`src/rtl/trinity_cmd_seq_if.sv`:
```
// ---------------------------------------------------------------------------
// trinity_cmd_seq_if
//   Host-side command handshake into the Trinity command sequencer.
//   master : the host (offers commands)
//   slave  : the sequencer (accepts commands into its FIFO)
// Signals
//   cmd_valid   host offers a command
//   cmd_ready   sequencer FIFO can accept (not full)
//   cmd_mode    core mode used for every beat of the command
//   cmd_data    data byte of the first beat
//   cmd_step    per-beat data increment, mod 256
//   cmd_repeat  beat count minus one (1..16 beats)
// ---------------------------------------------------------------------------
interface trinity_cmd_seq_if;
  logic       cmd_valid;
  logic       cmd_ready;
  logic [1:0] cmd_mode;
  logic [7:0] cmd_data;
  logic [7:0] cmd_step;
  logic [3:0] cmd_repeat;

  modport master (
    output cmd_valid, cmd_mode, cmd_data, cmd_step, cmd_repeat,
    input  cmd_ready
  );

  modport slave (
    input  cmd_valid, cmd_mode, cmd_data, cmd_step, cmd_repeat,
    output cmd_ready
  );
endinterface

```
`src/rtl/trinity_cmd_seq.sv`:
```
// ---------------------------------------------------------------------------
// trinity_cmd_seq
//   Upstream command sequencer for the Trinity accumulator core. Host commands
//   are queued in a DEPTH-entry FIFO; each command is expanded into a burst of
//   cmd_repeat+1 exec beats, one per cycle, with the data byte advancing by
//   cmd_step (mod 256) on every beat. Core-facing outputs come straight from
//   flops.
// Ports
//   sys_clk     system clock, rising edge
//   sys_rst     synchronous reset, active-high
//   cmd         command handshake (slave side)
//   pause       holds issue: no pop and no beat while high
//   bus_out     core bus word: [7]=valid [2]=exec [1:0]=mode, [6:3]=0
//   data_out    core data byte, meaningful while bus_out[7]=1, else holds
//   busy        high while a command is being issued
//   done_pulse  one-cycle pulse alongside a command's last beat
//   level       FIFO occupancy, 0..DEPTH
// ---------------------------------------------------------------------------
module trinity_cmd_seq #(
  parameter int DEPTH  = 4,
  parameter int ADDR_W = 2
) (
  input  logic                 sys_clk,
  input  logic                 sys_rst,
  trinity_cmd_seq_if.slave     cmd,
  input  logic                 pause,
  output logic [7:0]           bus_out,
  output logic [7:0]           data_out,
  output logic                 busy,
  output logic                 done_pulse,
  output logic [ADDR_W:0]      level
);

  typedef enum logic {IDLE, ISSUE} state_e;

  typedef struct packed {
    logic [1:0] mode;
    logic [7:0] data;
    logic [7:0] step;
    logic [3:0] rpt;
  } cmd_t;

  // FIFO state
  cmd_t              mem_q [DEPTH];
  logic [ADDR_W-1:0] wr_ptr_q, wr_ptr_d;
  logic [ADDR_W-1:0] rd_ptr_q, rd_ptr_d;
  logic [ADDR_W:0]   level_q, level_d;

  // FSM and working registers of the command being issued
  state_e            state_q, state_d;
  logic [1:0]        mode_q, mode_d;
  logic [7:0]        cur_data_q, cur_data_d;
  logic [7:0]        step_q, step_d;
  logic [3:0]        beats_left_q, beats_left_d;

  // Registered core-facing outputs
  logic [7:0]        bus_q, bus_d;
  logic [7:0]        data_q, data_d;
  logic              done_q, done_d;

  logic              push;
  logic              pop;
  logic              empty;
  cmd_t              head;
  cmd_t              cmd_in;

  // Ready depends only on registered occupancy, so a pop in the same cycle
  // does not open the door for a push while full.
  assign cmd.cmd_ready = (level_q != (ADDR_W+1)'(DEPTH));
  assign empty         = (level_q == '0);
  assign push          = cmd.cmd_valid && cmd.cmd_ready;
  assign head          = mem_q[rd_ptr_q];
  assign cmd_in        = '{mode: cmd.cmd_mode, data: cmd.cmd_data,
                           step: cmd.cmd_step, rpt: cmd.cmd_repeat};

  // ------------------------------------------------------------------ FIFO
  always_comb begin
    // NOTE: every signal assigned in always_comb gets a default first; a path
    // that skips an assignment would otherwise infer a latch.
    wr_ptr_d = wr_ptr_q;
    rd_ptr_d = rd_ptr_q;
    level_d  = level_q;
    if (push) wr_ptr_d = wr_ptr_q + ADDR_W'(1);
    if (pop)  rd_ptr_d = rd_ptr_q + ADDR_W'(1);
    if (push && !pop)      level_d = level_q + (ADDR_W+1)'(1);
    else if (!push && pop) level_d = level_q - (ADDR_W+1)'(1);
  end

  // NOTE: the storage array has no reset; an entry is only read after it has
  // been written, and occupancy (which is reset) decides what is valid.
  always_ff @(posedge sys_clk) begin
    if (push) mem_q[wr_ptr_q] <= cmd_in;
  end

  // ------------------------------------------------------- state register
  always_ff @(posedge sys_clk) begin
    // NOTE: sequential state uses non-blocking assignments so every flop
    // samples pre-edge values regardless of statement order.
    if (sys_rst) state_q <= IDLE;
    else         state_q <= state_d;
  end

  // ------------------------------------------------------- next state
  always_comb begin
    state_d = state_q;
    case (state_q)
      IDLE:  if (!empty && !pause)              state_d = ISSUE;
      ISSUE: if (!pause && beats_left_q == '0)  state_d = IDLE;
      default:                                  state_d = IDLE;
    endcase
  end

  // ------------------------------------------------------- outputs / datapath
  always_comb begin
    pop          = 1'b0;
    mode_d       = mode_q;
    cur_data_d   = cur_data_q;
    step_d       = step_q;
    beats_left_d = beats_left_q;
    bus_d        = '0;
    data_d       = data_q;      // data byte holds between beats
    done_d       = 1'b0;
    case (state_q)
      IDLE: begin
        if (!empty && !pause) begin
          pop          = 1'b1;
          mode_d       = head.mode;
          cur_data_d   = head.data;
          step_d       = head.step;
          beats_left_d = head.rpt;
        end
      end
      ISSUE: begin
        if (!pause) begin
          bus_d      = {1'b1, 4'b0000, 1'b1, mode_q};
          data_d     = cur_data_q;
          cur_data_d = cur_data_q + step_q;   // 8-bit wrap is intended
          if (beats_left_q == '0) done_d       = 1'b1;
          else                    beats_left_d = beats_left_q - 4'd1;
        end
      end
      default: ;
    endcase
  end

  always_ff @(posedge sys_clk) begin
    if (sys_rst) begin
      wr_ptr_q     <= '0;
      rd_ptr_q     <= '0;
      level_q      <= '0;
      mode_q       <= '0;
      cur_data_q   <= '0;
      step_q       <= '0;
      beats_left_q <= '0;
      bus_q        <= '0;
      data_q       <= '0;
      done_q       <= 1'b0;
    end else begin
      wr_ptr_q     <= wr_ptr_d;
      rd_ptr_q     <= rd_ptr_d;
      level_q      <= level_d;
      mode_q       <= mode_d;
      cur_data_q   <= cur_data_d;
      step_q       <= step_d;
      beats_left_q <= beats_left_d;
      bus_q        <= bus_d;
      data_q       <= data_d;
      done_q       <= done_d;
    end
  end

  assign bus_out    = bus_q;
  assign data_out   = data_q;
  assign done_pulse = done_q;
  assign busy       = (state_q == ISSUE);
  assign level      = level_q;

endmodule

```
`src/flat_wrapper.sv`:
```
// flat-port wrapper written by rule: the top's interface ports become plain ports
module trinity_cmd_seq_flat 
#(
  parameter int DEPTH  = 4,
  parameter int ADDR_W = 2
)
  (sys_clk, sys_rst, pause, bus_out, data_out, busy, done_pulse, level, cmd_cmd_valid, cmd_cmd_mode, cmd_cmd_data, cmd_cmd_step, cmd_cmd_repeat, cmd_cmd_ready);
  trinity_cmd_seq_if cmd_i ();
  input  logic sys_clk;
  input  logic sys_rst;
  input  logic pause;
  output logic [7:0] bus_out;
  output logic [7:0] data_out;
  output logic busy;
  output logic done_pulse;
  output logic [ADDR_W:0] level;
  input wire logic [$bits(cmd_i.cmd_valid)-1:0] cmd_cmd_valid;
  input wire logic [$bits(cmd_i.cmd_mode)-1:0] cmd_cmd_mode;
  input wire logic [$bits(cmd_i.cmd_data)-1:0] cmd_cmd_data;
  input wire logic [$bits(cmd_i.cmd_step)-1:0] cmd_cmd_step;
  input wire logic [$bits(cmd_i.cmd_repeat)-1:0] cmd_cmd_repeat;
  output wire logic [$bits(cmd_i.cmd_ready)-1:0] cmd_cmd_ready;
  assign cmd_i.cmd_valid = cmd_cmd_valid;
  assign cmd_i.cmd_mode = cmd_cmd_mode;
  assign cmd_i.cmd_data = cmd_cmd_data;
  assign cmd_i.cmd_step = cmd_cmd_step;
  assign cmd_i.cmd_repeat = cmd_cmd_repeat;
  assign cmd_cmd_ready = cmd_i.cmd_ready;
  trinity_cmd_seq #(.DEPTH(DEPTH), .ADDR_W(ADDR_W)) u_core (.sys_clk(sys_clk), .sys_rst(sys_rst), .cmd(cmd_i), .pause(pause), .bus_out(bus_out), .data_out(data_out), .busy(busy), .done_pulse(done_pulse), .level(level));
endmodule
```
`config.mk`:
```
export PLATFORM = sky130hd
export DESIGN_NAME = trinity_cmd_seq_flat
export DESIGN_NICKNAME = d
export VERILOG_FILES = /design/src/rtl/trinity_cmd_seq_if.sv /design/src/rtl/trinity_cmd_seq.sv /design/src/flat_wrapper.sv
export SDC_FILE = /design/constraint.sdc
export NUM_CORES = 1
export LEC_CHECK = 0
export ABC_CLOCK_PERIOD_IN_PS = 4300
export BUFFER_PORTS_ARGS = -buffer_cell sky130_fd_sc_hd__buf_4
export CORE_UTILIZATION = 62
export CTS_CLUSTER_SIZE = 24
export DETAILED_ROUTE_END_ITERATION = 10
export PLACE_DENSITY = 0.82
export SYNTH_ARGS = -nofsm -noshare
export SYNTH_HDL_FRONTEND = slang
export SYNTH_SLANG_ARGS = --single-unit
```
`constraint.sdc`:
```
create_clock -name sys_clk -period 4.3 [get_ports sys_clk]
set_input_delay 0.645 -clock sys_clk [delete_from_list [all_inputs] [get_ports sys_clk]]
set_output_delay 0.645 -clock sys_clk [all_outputs]
set_load 0.005 [all_outputs]
```
Yosys cells after proc, flatten, opt, wreduce, memory -nomap -nowiden
Memories as Yosys holds them, arrays and structs flattened. A register that Yosys moved wholly into a read port is not among the register bits.
Cells that the tools add are included.
W data, S select, Z words.
- add/sub/neg operators: 6
- bitwise logic cells: 2
- equal/unequal tests: 4
- muxes and demuxes: 19
- reduce and logical (&&, ||, !) cells: 18
- operator list (cell ; number):
    $mux W8 ; 3
    $pmux W8 S2 ; 1
    $mux W4 ; 3
    $add A8 B8 Y8 ; 1
    $pmux W4 S2 ; 1
    $mux W1 ; 6
    $mux W3 ; 2
    $reduce_and A2 Y1 ; 3
    $logic_and A1 B1 Y1 ; 5
    $add A2 B1 Y2 const B ; 2
    $logic_not A1 Y1 ; 4
    $logic_not A4 Y1 ; 1
    $mux W2 ; 2
    $ne A2 B2 Y1 const B ; 2
    $sub A4 B1 Y4 const B ; 1
    $add A3 B1 Y3 const B ; 1
    $logic_not A3 Y1 ; 1
    $ne A3 B3 Y1 const B ; 1
    $reduce_and A3 Y1 ; 1
    $reduce_or A3 Y1 ; 1
    $sub A3 B1 Y3 const B ; 1
    $ne A2 B1 Y1 const B ; 1
    $not A1 Y1 ; 2
    $pmux W1 S2 ; 1
    other kinds (2) ; 2
- memory bits (writable): 88
- memories: 1
- register bits after elaboration: 47
- input port bits: 26
- memories (memory ; words ; bits a word ; read ports ; clocked after Yosys merged registers in ; write ports ; RTL line ; source):
    u_core.mem_q ; 4 ; 22 ; 1 ; 1 ; 1 ; trinity_cmd_seq.sv:44 ; cmd_t mem_q [DEPTH];

Logic depth before layout (Yosys ltp)
Gate-level depths: netlist (run 1).
- depth after elaboration: 8
- mapped depth: 10
- gate-level depth less buffers: 9

Least setup slack after synthesis (run 1)
Ideal clock, no wire load.
- kind: reg-to-reg
- from: register u_core.level_q[0], in the netlist u_core.level[0]
- to: register u_core.level_q[2], in the netlist u_core.level[2]
- path slack: 2086 ps
- required time: 4230 ps
- library setup time: 70 ps
- cell stages (with the launch flop): 11
- period minus slack after synthesis: 2214 ps
- arrival: 2144 ps
- cells stage by stage: dfxtp_1 nor3_2 nor3_2 inv_1 buf_2 ha_1 inv_1 fa_1 xor2_1 or3_1 a21oi_1
- cells in the longest elaborated chain, start to end: 8
- elaborated cells between the ends (all ways): 16
- those cells by class: add/sub: 2; eq/ne: 1; mux: 4; reduce/logical: 9
- RTL lines (element ; RTL line ; source):
    start, declared ; trinity_cmd_seq.sv:47 ; logic [ADDR_W:0] level_q, level_d;
    start signal, assigned ; trinity_cmd_seq.sv:161 ; level_q <= level_d;
    $logic_not A3 Y1 ; trinity_cmd_seq.sv:70 ; assign empty = (level_q == '0);
    $logic_not A1 Y1 ; trinity_cmd_seq.sv:125 ; if (!empty && !pause) begin
    $logic_and A1 B1 Y1 ; trinity_cmd_seq.sv:125 ;
    $mux W1 ; trinity_cmd_seq.sv:125 ;
    $mux W1 ; trinity_cmd_seq.sv:123 ; case (state_q)
    $logic_not A1 Y1 ; trinity_cmd_seq.sv:85 ; if (push && !pop) level_d = level_q + (ADDR_W+1)'(1);
    $logic_and A1 B1 Y1 ; trinity_cmd_seq.sv:85 ;
    $mux W3 / $reduce_bool A2 Y1 (equally long branches) ; -- ;
Parallel ways exist; a longest one is shown, timed or not. The select of a mux whose other input is x is not followed.
A chain may end at the register's enable or synchronous reset.

Worst setup path after layout (run 1)
Same ends and word-level chain as after synthesis.

==> flow_results.xml, run 1 <==
<?xml version="1.0" encoding="UTF-8"?>
<metrics>
  <group name="power_and_ir_drop">
    <metric name="clock_power_share" unit="">0.350</metric>
    <metric name="sequentialPowerShare" unit="">0.400</metric>
    <metric name="vdd_drop_max" unit="uV">442</metric>
    <metric name="netSwitchingPower" unit="W">0.00128</metric>
    <metric name="internal-power" unit="W">0.00297</metric>
    <metric name="logic_gate_share_of_total_power" unit="">0.250</metric>
    <metric name="report.power.total" unit="W">0.00425</metric>
    <metric name="total_leakage_power" unit="nW">2.35</metric>
    <metric name="power_density" unit="nW/um^2">664</metric>
    <metric name="power.switching_fraction" unit="">0.301</metric>
  </group>
  <group name="worst_setup_path">
    <metric name="critPathCaptureType" unit="">register</metric>
    <metric name="path_max_fanout" unit="">13</metric>
    <metric name="cp_cell_sequence" unit="">nor3_2, nor3_2, buf_4, inv_1, ha_1, inv_1, fa_1, xor2_1, or3_1, a21oi_1</metric>
    <metric name="worst-endpoint-arrival" unit="ps">3150</metric>
    <metric name="worst_path_max_delay_cell" unit="">fa_1</metric>
    <metric name="setup.worst_path.class" unit="">reg -&gt; reg</metric>
    <metric name="type_of_element_launching_the_critical_path" unit="">register</metric>
    <metric name="cp_data_required_time" unit="ps">4750</metric>
    <metric name="delay_contributed_by_the_slowest_stage_of_the_critical_path" unit="ps">380</metric>
  </group>
  <group name="job">
    <metric name="drv.max_cap_violation_count" unit="">0</metric>
  </group>
  <group name="clock_tree">
    <metric name="cts.repair.resized" unit="">0</metric>
    <metric name="worst_setup_hold_path_clk_slew" unit="ps">60</metric>
    <metric name="cts.hold.buffers_added" unit="">0</metric>
    <metric name="cts_inserted_buffers" unit="">17</metric>
    <metric name="cts_sinks" unit="">132</metric>
    <metric name="tritoncts_clock_tree" unit="">built</metric>
    <metric name="cts_root_buf" unit="">clkbuf_8</metric>
    <metric name="clock_insertion_delay_worst_skew" unit="ps">510</metric>
    <metric name="cts_max_level" unit="">4</metric>
    <metric name="post-cts-setup-buffer-count" unit="">0</metric>
    <metric name="cts-root-to-sink-buffers" unit="">2</metric>
  </group>
  <group name="timing">
    <metric name="period_share" unit="">0.629</metric>
    <metric name="timing_max_transition_violations_final" unit="">0</metric>
    <metric name="holdWs" unit="ps">327</metric>
    <metric name="layout_min_cycle_time" unit="ps">2710</metric>
    <metric name="setup_viol" unit="">0</metric>
    <metric name="grt_setup_unrepaired" unit="">no</metric>
    <metric name="finalHoldViolations" unit="">0</metric>
    <metric name="relSlewSlack" unit="">0.309</metric>
    <metric name="worst_margin_pin_slew" unit="ps">1040</metric>
    <metric name="timing.setup.tns" unit="ps">0</metric>
    <metric name="fmax" unit="GHz">0.370</metric>
    <metric name="fin_skew" unit="ps">7.70</metric>
  </group>
  <group name="final_layout">
    <metric name="layout-drive-gt1-share" unit="">0.217</metric>
    <metric name="net_count_reported_at_finish" unit="">471</metric>
    <metric name="post-route-cell-area" unit="sq um">6400</metric>
    <metric name="areaGrowthSynthToFinish" unit="%">18.6</metric>
    <metric name="combined_flip_flop_and_latch_cell_area" unit="sq um">3520</metric>
    <metric name="filler_cell_count" unit="">475</metric>
    <metric name="multiInputGateArea" unit="sq um">1710</metric>
    <metric name="diodes" unit="">0</metric>
  </group>
  <group name="global_routing">
    <metric name="globalRoute.totalOverflow" unit="">0</metric>
    <metric name="grt_antenna_before_repair" unit="">0</metric>
    <metric name="vias_in_the_first_global_route" unit="">3299</metric>
    <metric name="grt_first_pass_wirelength" unit="um">16800</metric>
    <metric name="gr-usage-all-layers" unit="">0.261</metric>
    <metric name="grt_start_max_net_pins" unit="">44</metric>
  </group>
  <group name="yosys">
    <metric name="async_flop_share" unit="">0</metric>
    <metric name="yosysWarnings" unit="">0</metric>
    <metric name="number_of_flops_mapped_to_enable_cells_by_yosys" unit="">88</metric>
    <metric name="leading_post_synthesis_cells_by_cell_area" unit="">edfxtp_1, dfxtp_1, mux4_1</metric>
    <metric name="synth_top_flop_cell" unit="">edfxtp_1</metric>
    <metric name="mappedNetlistArea" unit="sq um">5400</metric>
    <metric name="post_synth.cell_area_avg" unit="sq um">14.2</metric>
    <metric name="postSynthRegisterBits" unit="">132</metric>
    <metric name="post_synth_fa_ha_maj_area_fraction" unit="">0.0376</metric>
    <metric name="yosysTopAreaCellShare" unit="">0.490</metric>
    <metric name="main_combinational_cell_family_by_area_after_synthesis" unit="">multiplexers</metric>
    <metric name="yosys.area.top_type" unit="">edfxtp_1</metric>
    <metric name="post_synth_xor_area_fraction" unit="">0.0130</metric>
    <metric name="yosysSeqAreaShare" unit="">0.653</metric>
    <metric name="synth_cells" unit="">381</metric>
    <metric name="synth-simple-area-share" unit="">0.0874</metric>
    <metric name="synth-compound-area-share" unit="">0.0700</metric>
    <metric name="synth.mux.area_fraction" unit="">0.107</metric>
    <metric name="yosys.cell_types.count" unit="">45</metric>
  </group>
  <group name="floorplanning">
    <metric name="core" unit="sq um">8300</metric>
    <metric name="initial_utilization" unit="">0.650</metric>
    <metric name="die-height" unit="um">95.3</metric>
    <metric name="row_count" unit="">33</metric>
    <metric name="dieArea" unit="sq um">9080</metric>
    <metric name="dieWidth" unit="um">95.3</metric>
    <metric name="io_pins" unit="">48</metric>
  </group>
  <group name="place">
    <metric name="buffer_ports.inserted" unit="">43</metric>
    <metric name="gp_routability_congestion" unit="">0.873</metric>
    <metric name="hpwlAfterDp" unit="um">6150</metric>
    <metric name="post_dp_cell_area" unit="sq um">5780</metric>
  </group>
  <group name="drt">
    <metric name="post_route_drc" unit="">0</metric>
    <metric name="post_drt_via_cell_ratio" unit="">6.00</metric>
    <metric name="detailedRoute.firstIterationViolations" unit="">199</metric>
    <metric name="post_drt_wl_per_cell" unit="um">19.2</metric>
    <metric name="antenna_left" unit="">0</metric>
    <metric name="dr_total_vias" unit="">3288</metric>
    <metric name="first_pass_iters" unit="">4</metric>
    <metric name="drt_wl_total" unit="um">10500</metric>
  </group>
  <group name="outcome">
    <metric name="status" unit="">complete, no violations</metric>
  </group>
  <group name="worst_hold_path">
    <metric name="min_path_type" unit="">in -&gt; reg</metric>
  </group>
</metrics>
## layout by cell type, fill, tap and decap left out, types with 3 or more instances in the layout
cell,count
edfxtp_1,88
nor2_1,21
mux2i_1,4
xnor2_1,4
xor2_1,4
and2_1,3
o21ai_0,7
nand2b_1,3
buf_4,50
bufinv_16,4
inv_6,4
clkbuf_16,16
ha_1,13
nand2_1,57
or3_1,4
a21oi_1,26
mux4_2,11
conb_1,4
nor3_1,3
nor2b_1,3
inv_1,10
a311oi_1,6
dfxtp_1,44
and3_1,4
a211oi_1,4
mux4_1,11
a22oi_1,3
clkinvlp_4,3
## power by group through the flow
stage | Clock (W) | Combinational, W | Sequential, W
4_1_cts | 0.00150 | 0.00106 | 0.00170
3_5_place_dp | 0 | 0.00102 | 0.00172
3_3_place_gp | 0 | 0.000976 | 0.00170
6_report | 0.00149 | 0.00106 | 0.00170
5_1_grt | 0.00155 | 0.00116 | 0.00172
2_1_floorplan | 0 | 0.000778 | 0.00168
## critical path, delay by kind of cell, from the launching register on
family / cells / cell delay (ps)
simple gates: 3 / 690
fa+ha+maj: 2 / 650
buf+inv: 3 / 620
flops: 1 / 370
xor+xnor: 1 / 160
compound gates: 1 / 140
## registers in the layout, summed over array words and instances (netlist names), named ones only
| name | cells |
|---|---|
| u_core.mem_q | 88 |
| u_core.cur_data_q | 8 |
| u_core.data_out | 8 |
| u_core.step_q | 8 |
| u_core.beats_left_q | 4 |
| u_core.bus_out | 3 |
| u_core.level | 3 |
| u_core.mode_q | 2 |
| u_core.rd_ptr_q | 2 |
| u_core.wr_ptr_q | 2 |
| u_core.busy | 1 |
| u_core.done_pulse | 1 |
## Yosys cell counts (all sizes together) (3+ instances only)
library cell,count
a22oi,3
o21ai,10
nor2,21
buf,15
ha,13
nor3,5
a311oi,6
clkbuf,8
nand2,57
a21oi,27
and3,4
or3,4
mux4,22
inv,10
xor2,4
a211oi,4
nand2b,3
dfxtp,44
xnor2,4
edfxtp,88
nor2b,3
mux2i,4
and2,3
## area by class of cell
| type | instances | area share |
|---|---|---|
| flip-flops and latches | 132 | 0.551 |
| clock inverters | 14 | 0.0311 |
| inverters | 10 | 0.00587 |
| clock buffers | 18 | 0.0653 |
| repair buffers | 50 | 0.0587 |
| multi-input cells | 219 | 0.268 |
| well taps | 105 | 0.0205 |
## per-layer routing
metal | global-route usage | up-vias | share of wire
met5 | 0 | - | 0
met4 | 0.149 | 0 | 0.036
met3 | 0.0630 | 30 | 0.053
met2 | 0.429 | 138 | 0.51
met1 | 0.317 | 1608 | 0.40
li1 | - | 1512 | -
## worst paths after layout
path / startpoint / endpoint / slack, ps / cells past startpoint
max reg2reg: u_core.level[0] / u_core.level[2] / 1590 / 10
min: cmd_cmd_repeat[1] / u_core.mem_q[2][1] / 330 / 1
max: u_core.level[0] / u_core.level[2] / 1590 / 10
min reg2reg: u_core.data_out[0] / u_core.data_out[0] / 450 / 2
## kinds of logic (layout without fill, tap and decap cells)
family,count (synthesis),after routing
compound gates,60,60
xor+xnor,8,8
fa+ha+maj,15,15
buf+inv,33,92
flops,132,132
mux,26,26
other cells,1,4
simple gates,106,106
## stage by stage
step	setup slack, ps	std cells	util
CTS	1630	548	0.771
global placement	1650	516	0.697
global route	1440	548	0.771
detailed placement	1570	516	0.697
floorplan	2090	384	-
finish	1590	548	0.771
Power figures use the tool's default switching activity.
==> run 2: changes to the inputs <==
Settings changed: ABC_CLOCK_PERIOD_IN_PS 4300 to 2750, CORE_UTILIZATION 62 to 59, PLACE_DENSITY 0.82 to 0.78.
Clock period 4.3 ns to 2.75 ns, I/O delays scaled along.
==> run 2 against run 1 <==
The run now ends with DRC left. Die area increased by 5.0%. Non-clock buffer count is 3 higher. Combinational power increased by 54%. Hold slack worse by 230 ps. Via count shrank 1.5%. Core utilization decreased by 4.8 points. Power up 50%. Setup slack worse by 1100 ps. Critical path type unchanged. Largest cell class unchanged. Largest power group unchanged.
==> flow_results.xml, run 2 (synthesis results as in run 1) <==
<?xml version="1.0" encoding="UTF-8"?>
<metrics>
  <group name="floorplanning">
    <metric name="core" unit="sq um">8810</metric>
    <metric name="initial_utilization" unit="">0.613</metric>
    <metric name="die-height" unit="um">97.6</metric>
    <metric name="row_count" unit="">34</metric>
    <metric name="dieArea" unit="sq um">9530</metric>
    <metric name="io_pins" unit="">48</metric>
    <metric name="dieWidth" unit="um">97.6</metric>
  </group>
  <group name="worst_hold_path">
    <metric name="min_path_type" unit="">in -&gt; reg</metric>
    <metric name="hold_path_depth" unit="">1</metric>
    <metric name="hold_start" unit="">cmd_cmd_step[3]</metric>
    <metric name="hold_end" unit="">u_core.mem_q[0][7]</metric>
  </group>
  <group name="clock_tree">
    <metric name="post-cts-setup-buffer-count" unit="">0</metric>
    <metric name="cts.repair.resized" unit="">0</metric>
    <metric name="cts-root-to-sink-buffers" unit="">2</metric>
    <metric name="clock_insertion_delay_worst_skew" unit="ps">510</metric>
    <metric name="worst_setup_hold_path_clk_slew" unit="ps">60</metric>
    <metric name="cts_inserted_buffers" unit="">17</metric>
    <metric name="tritoncts_clock_tree" unit="">built</metric>
    <metric name="cts.hold.buffers_added" unit="">0</metric>
    <metric name="cts_root_buf" unit="">clkbuf_8</metric>
    <metric name="cts_sinks" unit="">132</metric>
    <metric name="cts_max_level" unit="">4</metric>
  </group>
  <group name="worst_setup_path">
    <metric name="worst-r2r-cell-count" unit="">9</metric>
    <metric name="type_of_element_launching_the_critical_path" unit="">register</metric>
    <metric name="rrSetupSlack" unit="ps">540</metric>
    <metric name="worst-endpoint-arrival" unit="ps">2650</metric>
    <metric name="setup.worst_path.class" unit="">reg -&gt; reg</metric>
    <metric name="critPathCaptureType" unit="">register</metric>
    <metric name="delay_contributed_by_the_slowest_stage_of_the_critical_path" unit="ps">450</metric>
    <metric name="cp_data_required_time" unit="ps">3190</metric>
    <metric name="r2r-start" unit="">u_core.level[0]</metric>
    <metric name="cp_cell_sequence" unit="">nor2_1, nand2_1, and2_1, ha_1, inv_1, fa_1, xor2_1, or3_1, a21oi_1</metric>
    <metric name="r2r-end" unit="">u_core.level[2]</metric>
    <metric name="crit_buf_inv" unit="">1</metric>
    <metric name="path_max_fanout" unit="">6</metric>
    <metric name="worst_path_max_delay_cell" unit="">dfxtp_1</metric>
    <metric name="cpLargestDelayFamily" unit="">simple AND/OR/NAND/NOR gates</metric>
  </group>
  <group name="drt">
    <metric name="post_drt_via_cell_ratio" unit="">5.85</metric>
    <metric name="detailedRoute.firstIterationViolations" unit="">254</metric>
    <metric name="post_route_drc" unit="">14</metric>
    <metric name="drt_wl_total" unit="um">10100</metric>
    <metric name="first_pass_iters" unit="">8</metric>
    <metric name="routed-wl-met2" unit="um">5110</metric>
    <metric name="dr_total_vias" unit="">3240</metric>
    <metric name="wl_met1" unit="um">4310</metric>
    <metric name="top_layer" unit="">met4</metric>
    <metric name="post_drt_wl_per_cell" unit="um">18.2</metric>
    <metric name="met3_length" unit="um">425</metric>
    <metric name="antenna_left" unit="">0</metric>
  </group>
  <group name="timing">
    <metric name="grt_setup_unrepaired" unit="">no</metric>
    <metric name="fin_skew" unit="ps">6.95</metric>
    <metric name="setup_viol" unit="">0</metric>
    <metric name="layout_min_cycle_time" unit="ps">2210</metric>
    <metric name="holdWs" unit="ps">101</metric>
    <metric name="finalHoldViolations" unit="">0</metric>
    <metric name="timing.setup.tns" unit="ps">0</metric>
    <metric name="final_critical_path_setup_slack" unit="ps">543</metric>
    <metric name="worst_margin_pin_slew" unit="ps">615</metric>
    <metric name="fmax" unit="GHz">0.453</metric>
    <metric name="timing_max_transition_violations_final" unit="">0</metric>
    <metric name="period_share" unit="">0.802</metric>
    <metric name="relSlewSlack" unit="">0.590</metric>
  </group>
  <group name="power_and_ir_drop">
    <metric name="netSwitchingPower" unit="W">0.00190</metric>
    <metric name="internal-power" unit="W">0.00445</metric>
    <metric name="power_density" unit="nW/um^2">999</metric>
    <metric name="clock_power_share" unit="">0.326</metric>
    <metric name="report.power.total" unit="W">0.00636</metric>
    <metric name="sequentialPowerShare" unit="">0.418</metric>
    <metric name="logic_gate_share_of_total_power" unit="">0.256</metric>
    <metric name="power.switching_fraction" unit="">0.299</metric>
    <metric name="vdd_drop_max" unit="uV">691</metric>
    <metric name="total_leakage_power" unit="nW">2.34</metric>
  </group>
  <group name="place">
    <metric name="buffer_ports.inserted" unit="">43</metric>
    <metric name="hpwlAfterDp" unit="um">6030</metric>
    <metric name="gp_routability_congestion" unit="">0.832</metric>
    <metric name="dp_slack" unit="ps">555</metric>
  </group>
  <group name="final_layout">
    <metric name="leading_cell_type_in_the_layout_fill_and_taps_excluded" unit="">edfxtp_1</metric>
    <metric name="filler_cell_count" unit="">537</metric>
    <metric name="final_cell_mix" unit="">edfxtp_1, nand2_1, buf_4</metric>
    <metric name="layout-drive-gt1-share" unit="">0.220</metric>
    <metric name="largest_register_ffs" unit="">88</metric>
    <metric name="final_util" unit="">0.723</metric>
    <metric name="areaGrowthSynthToFinish" unit="%">17.9</metric>
    <metric name="net_count_reported_at_finish" unit="">474</metric>
    <metric name="diodes" unit="">0</metric>
    <metric name="register_with_the_most_flip_flops" unit="">u_core.mem_q</metric>
  </group>
  <group name="global_routing">
    <metric name="globalRoute.totalOverflow" unit="">0</metric>
    <metric name="grt_antenna_before_repair" unit="">0</metric>
    <metric name="vias_in_the_first_global_route" unit="">3235</metric>
    <metric name="grt_start_max_net_pins" unit="">44</metric>
    <metric name="grt_first_pass_wirelength" unit="um">16200</metric>
    <metric name="gr-usage-all-layers" unit="">0.230</metric>
  </group>
  <group name="outcome">
    <metric name="status" unit="">complete, but fails checks</metric>
    <metric name="failing_checks" unit="">DRC</metric>
  </group>
  <group name="job">
    <metric name="drv.max_cap_violation_count" unit="">0</metric>
  </group>
</metrics>
-- run 2: cell count changes in the layout (fill, tap and decap cells not counted) --
cell,previous run,this run
buf_4,50,53
bufinv_16,4,2
clkinv_1,1,2
clkinv_2,0,3
clkinv_4,2,1
clkinvlp_4,3,5
inv_6,4,1
-- run 2: power groups by stage --
stage	combinational, W	sequential (W)	clock, W
2_1_floorplan	0.00122	0.00262	0
3_5_place_dp	0.00160	0.00268	0
3_3_place_gp	0.00155	0.00266	0
6_report	0.00163	0.00266	0.00207
5_1_grt	0.00179	0.00268	0.00221
4_1_cts	0.00163	0.00265	0.00211
-- run 2: through the flow --
step | cell area [sq um] | instances
3_5_place_dp | 5810 | 522
4_1_cts | 6360 | 554
3_3_place_gp | 5810 | 522
6_report | 6360 | 554
2_1_floorplan | 5410 | 384
5_1_grt | 6360 | 554
-- run 2: worst reg2reg max path, delay by kind of cell (launching register included) --
family	cells	cell delay, ps
AND/OR/NAND/NOR	4	750
XOR/XNOR	1	160
buffers and inverters	1	60
adder cells (fa/ha/maj)	2	580
AO/OA/AOI/OAI	1	140
flip-flops	1	450
-- run 2: final cells by class --
class	instances	area, sq um	area share
repair buffers	53	398	0.0625
clock buffers	18	418	0.0657
multi-input cells	219	1710	0.269
well taps	108	135	0.0212
clock inverters	14	138	0.0216
inverters	10	37.5	0.00590
flip-flops and latches	132	3520	0.554
-- run 2: per-layer routing --
layer  vias to the layer above  track usage
met4                         0        0.113
li1                       1521            -
met3                        22       0.0518
met2                       109        0.383
met5                         -            0
met1                      1588        0.284
-- run 2: how the worst max path moves through the flow --
| stage | from | end | slack, ps | cells after the start |
|---|---|---|---|---|
| finish | u_core.level[0] | u_core.level[2] | 540 | 9 |
| global route | u_core.level[0] | u_core.level[2] | 350 | 9 |
| CTS | u_core.level[0] | u_core.level[2] | 550 | 9 |
| detailed placement | u_core.level[0] | u_core.level[2] | 550 | 9 |
| global placement | u_core.level[0] | u_core.level[2] | 650 | 9 |
| floorplan | u_core.level[0] | u_core.level[2] | 540 | 10 |
==> run 3: changes to the inputs <==
Settings changed: ABC_CLOCK_PERIOD_IN_PS 2750 to 1800, CORE_UTILIZATION 59 to 53, PLACE_DENSITY 0.78 to 0.74.
Clock period 2.75 ns to 1.8 ns, I/O delays scaled along.
==> run 3 against run 2 <==
The flow finishes with violations (setup timing). Clock skew about the same. Critical path depth unchanged. Largest power group unchanged. Die area up 11%. Sequential power up 52%.
==> flow_results.xml, run 3 (synthesis results as in run 1) <==
<?xml version="1.0" encoding="UTF-8"?>
<metrics>
  <group name="outcome">
    <metric name="status" unit="">complete, but fails checks</metric>
    <metric name="failing_checks" unit="">setup timing</metric>
  </group>
  <group name="clock_tree">
    <metric name="cts_inserted_buffers" unit="">17</metric>
    <metric name="tritoncts_clock_tree" unit="">built</metric>
    <metric name="cts_sinks" unit="">132</metric>
    <metric name="clock_insertion_delay_worst_skew" unit="ps">520</metric>
    <metric name="cts_max_level" unit="">4</metric>
    <metric name="cts_root_buf" unit="">clkbuf_8</metric>
    <metric name="worst_setup_hold_path_clk_slew" unit="ps">60</metric>
    <metric name="cts-root-to-sink-buffers" unit="">2</metric>
  </group>
  <group name="final_layout">
    <metric name="areaGrowthSynthToFinish" unit="%">28.2</metric>
    <metric name="post-route-cell-area" unit="sq um">6920</metric>
    <metric name="diodes" unit="">0</metric>
    <metric name="final_cell_mix" unit="">edfxtp_1, buf_4, nand2_1</metric>
    <metric name="largest_register_ffs" unit="">88</metric>
    <metric name="layout-drive-gt1-share" unit="">0.281</metric>
    <metric name="multiInputGateArea" unit="sq um">1780</metric>
    <metric name="combined_flip_flop_and_latch_cell_area" unit="sq um">3540</metric>
    <metric name="filler_cell_count" unit="">641</metric>
    <metric name="leading_cell_type_in_the_layout_fill_and_taps_excluded" unit="">edfxtp_1</metric>
    <metric name="register_with_the_most_flip_flops" unit="">u_core.mem_q</metric>
    <metric name="net_count_reported_at_finish" unit="">515</metric>
  </group>
  <group name="floorplanning">
    <metric name="row_count" unit="">36</metric>
    <metric name="initial_utilization" unit="">0.549</metric>
    <metric name="io_pins" unit="">48</metric>
    <metric name="dieWidth" unit="um">103</metric>
    <metric name="die-height" unit="um">103</metric>
    <metric name="dieArea" unit="sq um">10600</metric>
    <metric name="core" unit="sq um">9820</metric>
  </group>
  <group name="power_and_ir_drop">
    <metric name="power_density" unit="nW/um^2">1490</metric>
    <metric name="total_leakage_power" unit="nW">2.58</metric>
    <metric name="vdd_drop_max" unit="uV">802</metric>
  </group>
  <group name="global_routing">
    <metric name="vias_in_the_first_global_route" unit="">3370</metric>
    <metric name="grt_first_pass_wirelength" unit="um">16400</metric>
    <metric name="grt_start_max_net_pins" unit="">44</metric>
    <metric name="grt_antenna_before_repair" unit="">0</metric>
    <metric name="globalRoute.totalOverflow" unit="">0</metric>
    <metric name="gr-usage-all-layers" unit="">0.217</metric>
  </group>
  <group name="timing">
    <metric name="timing.setup.tns" unit="ps">-112</metric>
    <metric name="layout_min_cycle_time" unit="ps">1910</metric>
    <metric name="fin_skew" unit="ps">6.48</metric>
    <metric name="timing_max_transition_violations_final" unit="">0</metric>
    <metric name="final_critical_path_setup_slack" unit="ps">-112</metric>
    <metric name="setup_viol" unit="">1</metric>
    <metric name="fmax" unit="GHz">0.523</metric>
    <metric name="finalHoldViolations" unit="">0</metric>
    <metric name="period_share" unit="">1.06</metric>
    <metric name="grt_setup_unrepaired" unit="">yes</metric>
  </group>
  <group name="drt">
    <metric name="post_drt_via_cell_ratio" unit="">5.49</metric>
    <metric name="post_route_drc" unit="">0</metric>
    <metric name="dr_total_vias" unit="">3406</metric>
    <metric name="antenna_left" unit="">0</metric>
    <metric name="first_pass_iters" unit="">4</metric>
    <metric name="detailedRoute.firstIterationViolations" unit="">195</metric>
    <metric name="post_drt_wl_per_cell" unit="um">16.8</metric>
    <metric name="drt_wl_total" unit="um">10400</metric>
  </group>
  <group name="worst_hold_path">
    <metric name="hold_path_depth" unit="">3</metric>
    <metric name="min_path_type" unit="">in -&gt; reg</metric>
    <metric name="hold_end" unit="">u_core.cur_data_q[6]</metric>
    <metric name="hold_start" unit="">pause</metric>
  </group>
  <group name="worst_setup_path">
    <metric name="type_of_element_launching_the_critical_path" unit="">register</metric>
    <metric name="setup.worst_path.class" unit="">reg -&gt; reg</metric>
    <metric name="path_max_fanout" unit="">5</metric>
    <metric name="critPathCaptureType" unit="">register</metric>
    <metric name="rrSetupSlack" unit="ps">-110</metric>
    <metric name="worst-r2r-cell-count" unit="">9</metric>
    <metric name="worst-endpoint-arrival" unit="ps">2350</metric>
    <metric name="cp_data_required_time" unit="ps">2240</metric>
    <metric name="r2r-end" unit="">u_core.level[2]</metric>
    <metric name="r2r-start" unit="">u_core.level[2]</metric>
  </group>
  <group name="place">
    <metric name="gp_routability_congestion" unit="">0.824</metric>
    <metric name="buffer_ports.inserted" unit="">43</metric>
    <metric name="dp_slack" unit="ps">-77.6</metric>
    <metric name="hpwlAfterDp" unit="um">6230</metric>
    <metric name="post_dp_cell_area" unit="sq um">6030</metric>
  </group>
  <group name="job">
    <metric name="drv.max_cap_violation_count" unit="">0</metric>
  </group>
</metrics>
run 3: changes by cell type in the layout (fill, tap and decap cells not counted), sizes merged:
cell | previous run | this run
buf | 53 | 72
bufinv | 2 | 0
clkbuf | 18 | 23
clkinv | 6 | 5
clkinvlp | 5 | 0
dlygate4sd3 | 0 | 22
inv | 11 | 14
run 3: cell type report:
type,instances,area share
Clock buffer,23,0.0738
Clock inverter,9,0.00905
Inverter,10,0.00543
Multi-Input combinational cell,219,0.257
Sequential cell,132,0.511
Tap cell,133,0.0241
Timing Repair Buffer,94,0.119
run 3: worst max path at each step:
| stage | start | to | slack (ps) | depth (start not counted) |
|---|---|---|---|---|
| after floorplan | u_core.level[0] | u_core.level[2] | -180 | 10 |
| after global placement | u_core.level[2] | u_core.level[2] | -30 | 9 |
| after detailed placement | u_core.level[2] | u_core.level[2] | -80 | 9 |
| after CTS | u_core.level[0] | u_core.level[2] | -80 | 9 |
| after global routing | u_core.level[2] | u_core.level[2] | -230 | 9 |
| final | u_core.level[2] | u_core.level[2] | -110 | 9 |
run 3: where the power goes:
group          switching [W]  total, W  internal (W)
logic                0.00153   0.00302       0.00148
clock network        0.00124   0.00322       0.00198
registers           0.000283   0.00404       0.00375
run 3: layer usage:
layer	track usage	part of all wire	wire length [um]	vias up
li1	-	-	-	1605
met1	0.265	0.43	4440	1679
met2	0.361	0.51	5270	95
met3	0.0603	0.044	458	27
met4	0.104	0.024	245	0
met5	0	0	0	-
run 3: per-stage QoR:
stage | utilization | hold WS, ps | cells | power [W]
finish | 0.704 | 112 | 620 | 0.0103
global placement | 0.615 | 438 | 560 | 0.00679
global route | 0.704 | 112 | 620 | 0.0108
floorplan | - | 369 | 384 | 0.00597
CTS | 0.699 | 80.2 | 617 | 0.0102
detailed placement | 0.615 | 448 | 560 | 0.00689
run 3: worst max-delay path, stage by stage (launching register included):
cell and delay, ps:
dfxtp_4 360, nor3_4 250, nor3_4 60, inv_2 80
ha_4 130, inv_2 30, fa_2 320, xor2_1 160
or3_1 330, a21oi_2 130
run 3: timing repair:
item                                    in CTS  in global routing
buffers inserted                             3                  3
endpoints found under the setup margin       3                  4
endpoints found under the hold margin       88                  0
pin swaps                                    4                  7
hold buffers                                22                  0
gates resized for setup                      5                  8
